[src/rtl/grey_dec.sv]
// rtl/grey_dec.sv - grey-coded decimal digit bus decoder with valid/ack output (optional GREY_DEC_STEP_CHECK_EN)
module grey_dec #(
    parameter int pDIGITS = 2,
    parameter int pSTABLE = 2
) (
    input  logic                   i_clk,
    input  logic                   i_rst,
    input  logic [5*pDIGITS-1:0]   i_grey,
    input  logic                   i_ack,
    output logic                   o_valid,
    output logic [4*pDIGITS-1:0]   o_bcd,
    output logic                   o_ovr,
    output logic                   o_err,
    output logic                   o_step_err
);

    localparam logic [4:0]           ZERO_CODE  = 5'b11000;
    localparam logic [5*pDIGITS-1:0] ZERO_WORD  = {pDIGITS{ZERO_CODE}};
    localparam logic [3:0]           STABLE_MAX = 4'(pSTABLE);
    localparam logic [3:0]           STABLE_ACC = 4'(pSTABLE - 1);

    typedef enum logic {S_IDLE, S_PEND} state_t;

    // Returns {legal, value}; illegal codes decode to value 0.
    function automatic logic [4:0] decode_digit(input logic [4:0] code);
        case (code)
            5'b11000: decode_digit = {1'b1, 4'd0};
            5'b11001: decode_digit = {1'b1, 4'd1};
            5'b10001: decode_digit = {1'b1, 4'd2};
            5'b10011: decode_digit = {1'b1, 4'd3};
            5'b00011: decode_digit = {1'b1, 4'd4};
            5'b00111: decode_digit = {1'b1, 4'd5};
            5'b00110: decode_digit = {1'b1, 4'd6};
            5'b01110: decode_digit = {1'b1, 4'd7};
            5'b01100: decode_digit = {1'b1, 4'd8};
            5'b11100: decode_digit = {1'b1, 4'd9};
            default:  decode_digit = {1'b0, 4'd0};
        endcase
    endfunction

    logic [5*pDIGITS-1:0] sync1, sync2, prev, r_acc;
    logic [3:0]           cnt;
    logic                 same, accept, all_legal, evt, step_bad;
    logic [4*pDIGITS-1:0] dec_bcd;
    state_t               state, next_state;
    logic                 load, ovr_set;

    // Two-flop synchroniser, previous-sample register and stability counter.
    always_ff @(posedge i_clk or posedge i_rst) begin
        if (i_rst) begin
            sync1 <= ZERO_WORD;
            sync2 <= ZERO_WORD;
            prev  <= ZERO_WORD;
            cnt   <= 4'd0;
        end else begin
            sync1 <= i_grey;
            sync2 <= sync1;
            prev  <= sync2;
            if (sync2 != prev)
                cnt <= 4'd0;
            else if (cnt != STABLE_MAX)
                cnt <= cnt + 4'd1;
        end
    end

    // The counter passes pSTABLE-1 only once per stable run, so a word is accepted once.
    assign same   = (sync2 == prev);
    assign accept = same && (cnt == STABLE_ACC);

    // Decode every digit of the synchronised word and flag an event on a legal change.
    always_comb begin
        logic [4:0] d;
        d         = 5'd0;
        all_legal = 1'b1;
        dec_bcd   = '0;
        for (int i = 0; i < pDIGITS; i++) begin
            d                 = decode_digit(sync2[5*i +: 5]);
            all_legal         = all_legal & d[4];
            dec_bcd[4*i +: 4] = d[3:0];
        end
        evt = accept && all_legal && (sync2 != r_acc);
    end

    // Held word tracking and sticky illegal-code flag.
    always_ff @(posedge i_clk or posedge i_rst) begin
        if (i_rst) begin
            r_acc <= ZERO_WORD;
            o_err <= 1'b0;
        end else begin
            if (evt)
                r_acc <= sync2;
            if (accept && !all_legal)
                o_err <= 1'b1;
        end
    end

`ifdef GREY_DEC_STEP_CHECK_EN
    // Each digit may only hold or advance by one (9 wraps to 0) between events.
    always_comb begin
        logic [4:0] o_d, n_d;
        o_d      = 5'd0;
        n_d      = 5'd0;
        step_bad = 1'b0;
        for (int i = 0; i < pDIGITS; i++) begin
            o_d = decode_digit(r_acc[5*i +: 5]);
            n_d = decode_digit(sync2[5*i +: 5]);
            if (!((n_d[3:0] == o_d[3:0]) ||
                  (n_d[3:0] == ((o_d[3:0] == 4'd9) ? 4'd0 : o_d[3:0] + 4'd1))))
                step_bad = 1'b1;
        end
    end

    // Sticky undersampling flag; the word itself is still published.
    always_ff @(posedge i_clk or posedge i_rst) begin
        if (i_rst)
            o_step_err <= 1'b0;
        else if (evt && step_bad)
            o_step_err <= 1'b1;
    end
`else
    assign step_bad   = 1'b0;
    assign o_step_err = 1'b0;
`endif

    // Handshake next-state: events always load (latest wins); ack without event releases.
    always_comb begin
        next_state = state;
        load       = 1'b0;
        ovr_set    = 1'b0;
        case (state)
            S_IDLE: begin
                if (evt) begin
                    load       = 1'b1;
                    next_state = S_PEND;
                end
            end
            S_PEND: begin
                if (evt) begin
                    load    = 1'b1;
                    ovr_set = !i_ack;
                end else if (i_ack) begin
                    next_state = S_IDLE;
                end
            end
            default: next_state = S_IDLE;
        endcase
    end

    // Handshake state, output data register and overwrite pulse.
    always_ff @(posedge i_clk or posedge i_rst) begin
        if (i_rst) begin
            state <= S_IDLE;
            o_bcd <= '0;
            o_ovr <= 1'b0;
        end else begin
            state <= next_state;
            o_ovr <= ovr_set;
            if (load)
                o_bcd <= dec_bcd;
        end
    end

    assign o_valid = (state == S_PEND);

endmodule
[config.mk]
export PLATFORM = sky130hd
export DESIGN_NAME = grey_dec
export DESIGN_NICKNAME = d
export VERILOG_FILES = /design/src/rtl/grey_dec.sv
export SDC_FILE = /design/constraint.sdc
export NUM_CORES = 1
export LEC_CHECK = 0
export CAP_MARGIN = 40
export CORE_MARGIN = 4
export CORE_UTILIZATION = 35
export CTS_CLUSTER_SIZE = 30
export DETAILED_ROUTE_END_ITERATION = 10
export GPL_TIMING_DRIVEN = 0
export HOLD_SLACK_MARGIN = 0.12
export PLACE_DENSITY = 0.5
export RECOVER_POWER = 50
export SLEW_MARGIN = 30
export SYNTH_ARGS = -nofsm -noshare
export SYNTH_HDL_FRONTEND = slang
export SYNTH_SLANG_ARGS = --single-unit
export TNS_END_PERCENT = 30
[constraint.sdc]
create_clock -name i_clk -period 3.32 [get_ports i_clk]
set_input_delay 0.498 -clock i_clk [delete_from_list [all_inputs] [get_ports i_clk]]
set_output_delay 0.498 -clock i_clk [all_outputs]
set_load 0.03 [all_outputs]
Word-level counts from Yosys, hierarchy flattened
Memory sizes are Yosys's and may differ from the RTL's.
Cells that the tools add are included.
{"block": "word_totals", "rom_bits": 320, "reg_bits": 55, "n_memories": 2, "inputBits": 13, "output_inout_bits": 12}
{"block": "classes", "reduce_logical": 7, "bitwise_logic": 2, "n_eq_ne": 5, "addsub": 1, "n_mux": 8}
{"name": "(name not given)", "depth": 32, "width": 5, "read_ports": 1, "rd_clocked_by_memory_dff": 0, "write_ports": 0, "line": "26", "source": "case (code)"}
{"name": "(name not given)", "depth": 32, "width": 5, "read_ports": 1, "rd_clocked_by_memory_dff": 0, "write_ports": 0, "line": "26"}
{"cell": "$ne 10x10->1", "n": 2}
{"cell": "$eq 10x10->1", "n": 1}
{"cell": "$mux 4", "n": 2}
{"cell": "$mux 1", "n": 5}
{"cell": "$add 4x1->4 const B", "n": 1}
{"cell": "$eq 4x1->1 const B", "n": 1}
{"cell": "$logic_and 1x1->1", "n": 4}
{"cell": "$ne 4x2->1 const B", "n": 1}
{"cell": "$logic_not 1->1", "n": 2}
{"cell": "$pmux 1 s2", "n": 1}
{"cell": "$reduce_bool 2->1", "n": 1}
{"cell": "$and 1x1->1", "n": 1}
{"cell": "$not 1->1", "n": 1}

Longest topological paths before layout
{"block": "depth", "ltp_word": 6, "depth_mapped": 8, "mapped_depth_nobuf": 6}

Least setup slack after synthesis
No wires, ideal clock.
{"block": "synth_timing", "path_type": "reg-to-reg", "start": "reg sync2[4]", "end": "reg o_bcd[0]", "stages_incl_launch_ff": 9, "arrival_time_ps": 2000, "setup_time_ps": 125, "setup_slack_ps": 1195, "synth_period_minus_slack_ps": 2125, "path_cell_list": "dfstp_2 > clkbuf_8 > xnor2_1 > nand4_1 > nor4_1 > and4_1 > buf_6 > buf_12 > mux2_4"}
{"block": "synth_between", "elab_chain_cells": 5, "word_cells_on_any_way": 8}
{"item": "start, declared", "line": "41", "source": "logic [5*pDIGITS-1:0] sync1, sync2, prev, r_acc;"}
{"item": "start signal, assigned", "line": "57", "source": "sync2 <= sync1;"}
{"item": "$mem_v2 32x5 or $eq 10x10->1 (tied branches)"}
{"item": "$and 1x1->1 or $logic_and 1x1->1 (tied branches)", "line": "78, 68"}
{"item": "$logic_and 1x1->1 (2 in series)", "line": "81", "source": "evt = accept && all_legal && (sync2 != r_acc);"}
{"item": "$mux 1", "line": "132, 138"}
{"item": "end signal, assigned", "line": "153", "source": "o_bcd <= '0;"}
{"item": "end signal, assigned", "line": "159", "source": "o_bcd <= dec_bcd;"}
{"item": "end, declared", "line": "11", "source": "output logic [4*pDIGITS-1:0] o_bcd,"}
Several ways; a longest one is shown, not always the timed one.
A chain may end at the register's enable or synchronous reset.

Final worst setup path
{"block": "layout_timing", "start": "reg sync2[8]", "end": "reg o_bcd[6]"}
Same word-level chain as after synthesis.

==> summary.txt <==
Drt
  – DRT Pass-1 Iters: 4
  – DRC: 0
  – Average vias per placed instance: 4.753
  – Vias post-DR: 1388
  – Final WL: 3971 um
  – Wire length per cell: 13.60 um
  – Starting DRT DRC Count: 50
  – Antenna-violating nets left: 0

Floorplan
  – I/O pin count: 25
  – Cell row count: 30
  – Die width: 91.39 um
  – Core ar.: 6756 um^2
  – Die ar.: 8351 um^2
  – Initial Utilization: 36.02%
  – DIE HEIGHT: 91.39 um

Synth
  – Cell count after synthesis: 180
  – Ys flop type: dfrtp_1
  – Largest family of logic cells by synthesized area: multiplexers
  – Synth cell types: 35
  – Mux cell area share after synthesis: 11.26%
  – Post-synth EDFFs: 0
  – Post-synthesis simple-gate area fraction: 7.352%
  – Xor/xnor share of the synthesized area: 9.357%
  – Synthesized flop and latch total: 55
  – Synth warn: 0
  – Mean post-synth cell area: 13.52 um^2
  – Async S/R FF share, synth: 100.0%
  – Mapped Area: 2434 um^2
  – Synth Area in Compound Gates: 5.141%
  – Seq/Total Area, Yosys: 57.38%
  – Syn_nets: 196
  – Adder-Cell Fraction of Synth Area: 1.542%

Place
  – RePlAce Congestion: 0.7371
  – Area after DPL: 2794 um^2
  – # port buffers: 23
  – Pre-CTS WS: 0.9095 ns
  – Hpwl dp: 2803 um

Clock network
  – CTS tree: yes
  – Num CTS Buffers: 5
  – CTS root buf: clkbuf_8
  – Number of H-tree levels: 2
  – Post-CTS Setup Repair Bufs: 0
  – Worst skew pair latency: 0.30 ns
  – CTS Hold Buffers Added: 0
  – Clk buf depth: 2
  – CTS sink cnt: 55
  – Post-CTS Resized: 0
  – Worst-path clk slew: 0.10 ns

Final layout
  – Finished Cell Area: 2859 um^2
  – Nets: 227
  – Layout area overhead: 17.48%
  – Antenna diode count: 0
  – Most common cell after layout, fill and taps aside: dfrtp_1
  – Final Util: 42.31%
  – Layout cell share with drive strength beyond 1: 25.94%
  – Most frequent cells in the layout: dfrtp_1, xnor2_1, clkdlybuf4s50_1, dfstp_2

Timing
  – Min Tclk post-route: 2.435 ns
  – Worst-margin pin slew: 1.281 ns
  – Max Clk Rate: 410.6 MHz
  – RSZ-0062 raised after global routing: no
  – Final setup fails: 0
  – Layout Skew: 0.005701 ns
  – Final WS setup: 0.8846 ns
  – Final TNS setup: 0 ns
  – Crit share post-route: 73.36%
  – Hold Violations, Final: 0
  – Relative slew slack: 14.62%
  – Final Max Tran Viols: 0

Setup path
  – CP arrival: 2.63 ns
  – R2R setup slack: 0.88 ns
  – Slowest stage delay, CP: 0.56 ns
  – Crit-path slowest cell: dfstp_1
  – R2R cell count: 8
  – CP startpoint kind: flip-flop
  – Crit path kind: reg -> reg
  – WP data required: 3.51 ns
  – CP endpoint kind: flip-flop
  – Crit Path Max Fanout: 10
  – R2r endpoint: o_bcd[6]$_DFFE_PP0P_
  – Crit path to: o_bcd[6]$_DFFE_PP0P_
  – Critical-path cell list: clkbuf_8 -> xnor2_1 -> nand4_1 -> nor4_1 -> and4_1 -> buf_6 -> buf_12 -> mux2_4
  – Reg2reg start: sync2[8]$_DFF_PP1_
  – Launch point of the worst path: sync2[8]$_DFF_PP1_

Global route
  – Remaining Overflow, GRT: 0
  – First-pass GRT wire length: 6624 um
  – Vias in the first global route: 1361
  – GR Util All Layers: 10.08%
  – Largest net degree at the start of global routing: 55
  – Initial antenna violation count: 0

Power
  – Cell Pwr Density: 409.1 nW/um^2
  – Lkg Pwr: 0.001204 uW
  – VDD IR max: 0.1935 mV

Min path
  – Hold WC Path Type: reg -> reg
  – HP Start: sync1[7]$_DFF_PP0_

Flow run
  – Max cap viols: 0

Outcome
  – Status: finished, final reports clean
[per-stage QoR]
stage | cells | hold slack (ns) | power (uW)
after CTS | 292 | 0.3593 | 1205
after global placement | 283 | 0.3312 | 816.8
final | 292 | 0.3553 | 1170
after floorplan | 180 | 0.3312 | 788.5
after detailed placement | 284 | 0.3347 | 825.0
after global routing | 292 | 0.3635 | 1229
[cell families after synthesis]
| family | after synthesis |
|---|---|
| other | 1 |
| buffers and inverters | 22 |
| XOR/XNOR | 26 |
| AO/OA/AOI/OAI | 18 |
| flip-flops | 55 |
| AND/OR/NAND/NOR | 34 |
| adder cells (fa/ha/maj) | 3 |
| multiplexers | 21 |
[final cells by class]
class	instances	area, um^2
fill	628	3897
sequential	55	1396
multi-input combinational	103	847.1
timing repair buffer	24	235.2
buffer	13	156.4
tap	80	100.1
clock buffer	6	72.57
inverter	9	35.03
clock inverter	2	16.27
[cells in the mapped netlist, types with 4 or more instances]
cell type / n / share of area, %
dfrtp_1: 39 / 40
dfstp_2: 16 / 17
xnor2_1: 15 / 5.4
mux2_2: 11 / 5.1
xor2_1: 11 / 4.0
mux2_4: 10 / 6.2
inv_1: 9 / 1.4
nand2_1: 7 / 1.1
nor2_1: 7 / 1.1
buf_6: 5 / 2.3
clkbuf_8: 5 / 2.8
nand4_1: 4 / 1.0
nor4_1: 4 / 1.0
o22ai_1: 4 / 1.0
[worst min-delay path by stage]
stage | endpoint | slack (ns) | cells past startpoint
6_report | sync2[7]$_DFF_PP0_ | 0.36 | 0
5_1_grt | sync2[6]$_DFF_PP0_ | 0.36 | 0
4_1_cts | sync2[7]$_DFF_PP0_ | 0.36 | 0
3_5_place_dp | sync2[7]$_DFF_PP0_ | 0.33 | 0
3_3_place_gp | sync2[6]$_DFF_PP0_ | 0.33 | 0
2_1_floorplan | sync2[0]$_DFF_PP0_ | 0.33 | 0
[registers in the layout, indices dropped and copies added, names as in the netlist]
name / flops
prev: 10
r_acc: 10
sync1: 10
sync2: 10
o_bcd: 8
cnt: 4
o_err: 1
o_ovr: 1
o_valid: 1
[where the power goes]
group	leakage (uW)	switching, uW	total [uW]	internal, uW
combinational	0.000494	53.2	100	47.2
sequential	0.000668	9.11	702	693
clock	0.0000418	215	367	152
[critical path, delay by kind of cell, from the launching register on]
kind,cells,cell delay (ns)
AND/OR/NAND/NOR,3,0.85
flip-flops,1,0.56
buffers and inverters,3,0.49
multiplexers,1,0.30
XOR/XNOR,1,0.12
[metal layers]
metal	global-route usage, %	vias to the layer above	wire, um
met5	0	-	0
met4	4.523	0	29
met3	2.900	2	165
met2	16.01	25	2010
met1	12.68	693	1766
li1	-	668	-
(Power assumes the default switching activity.)
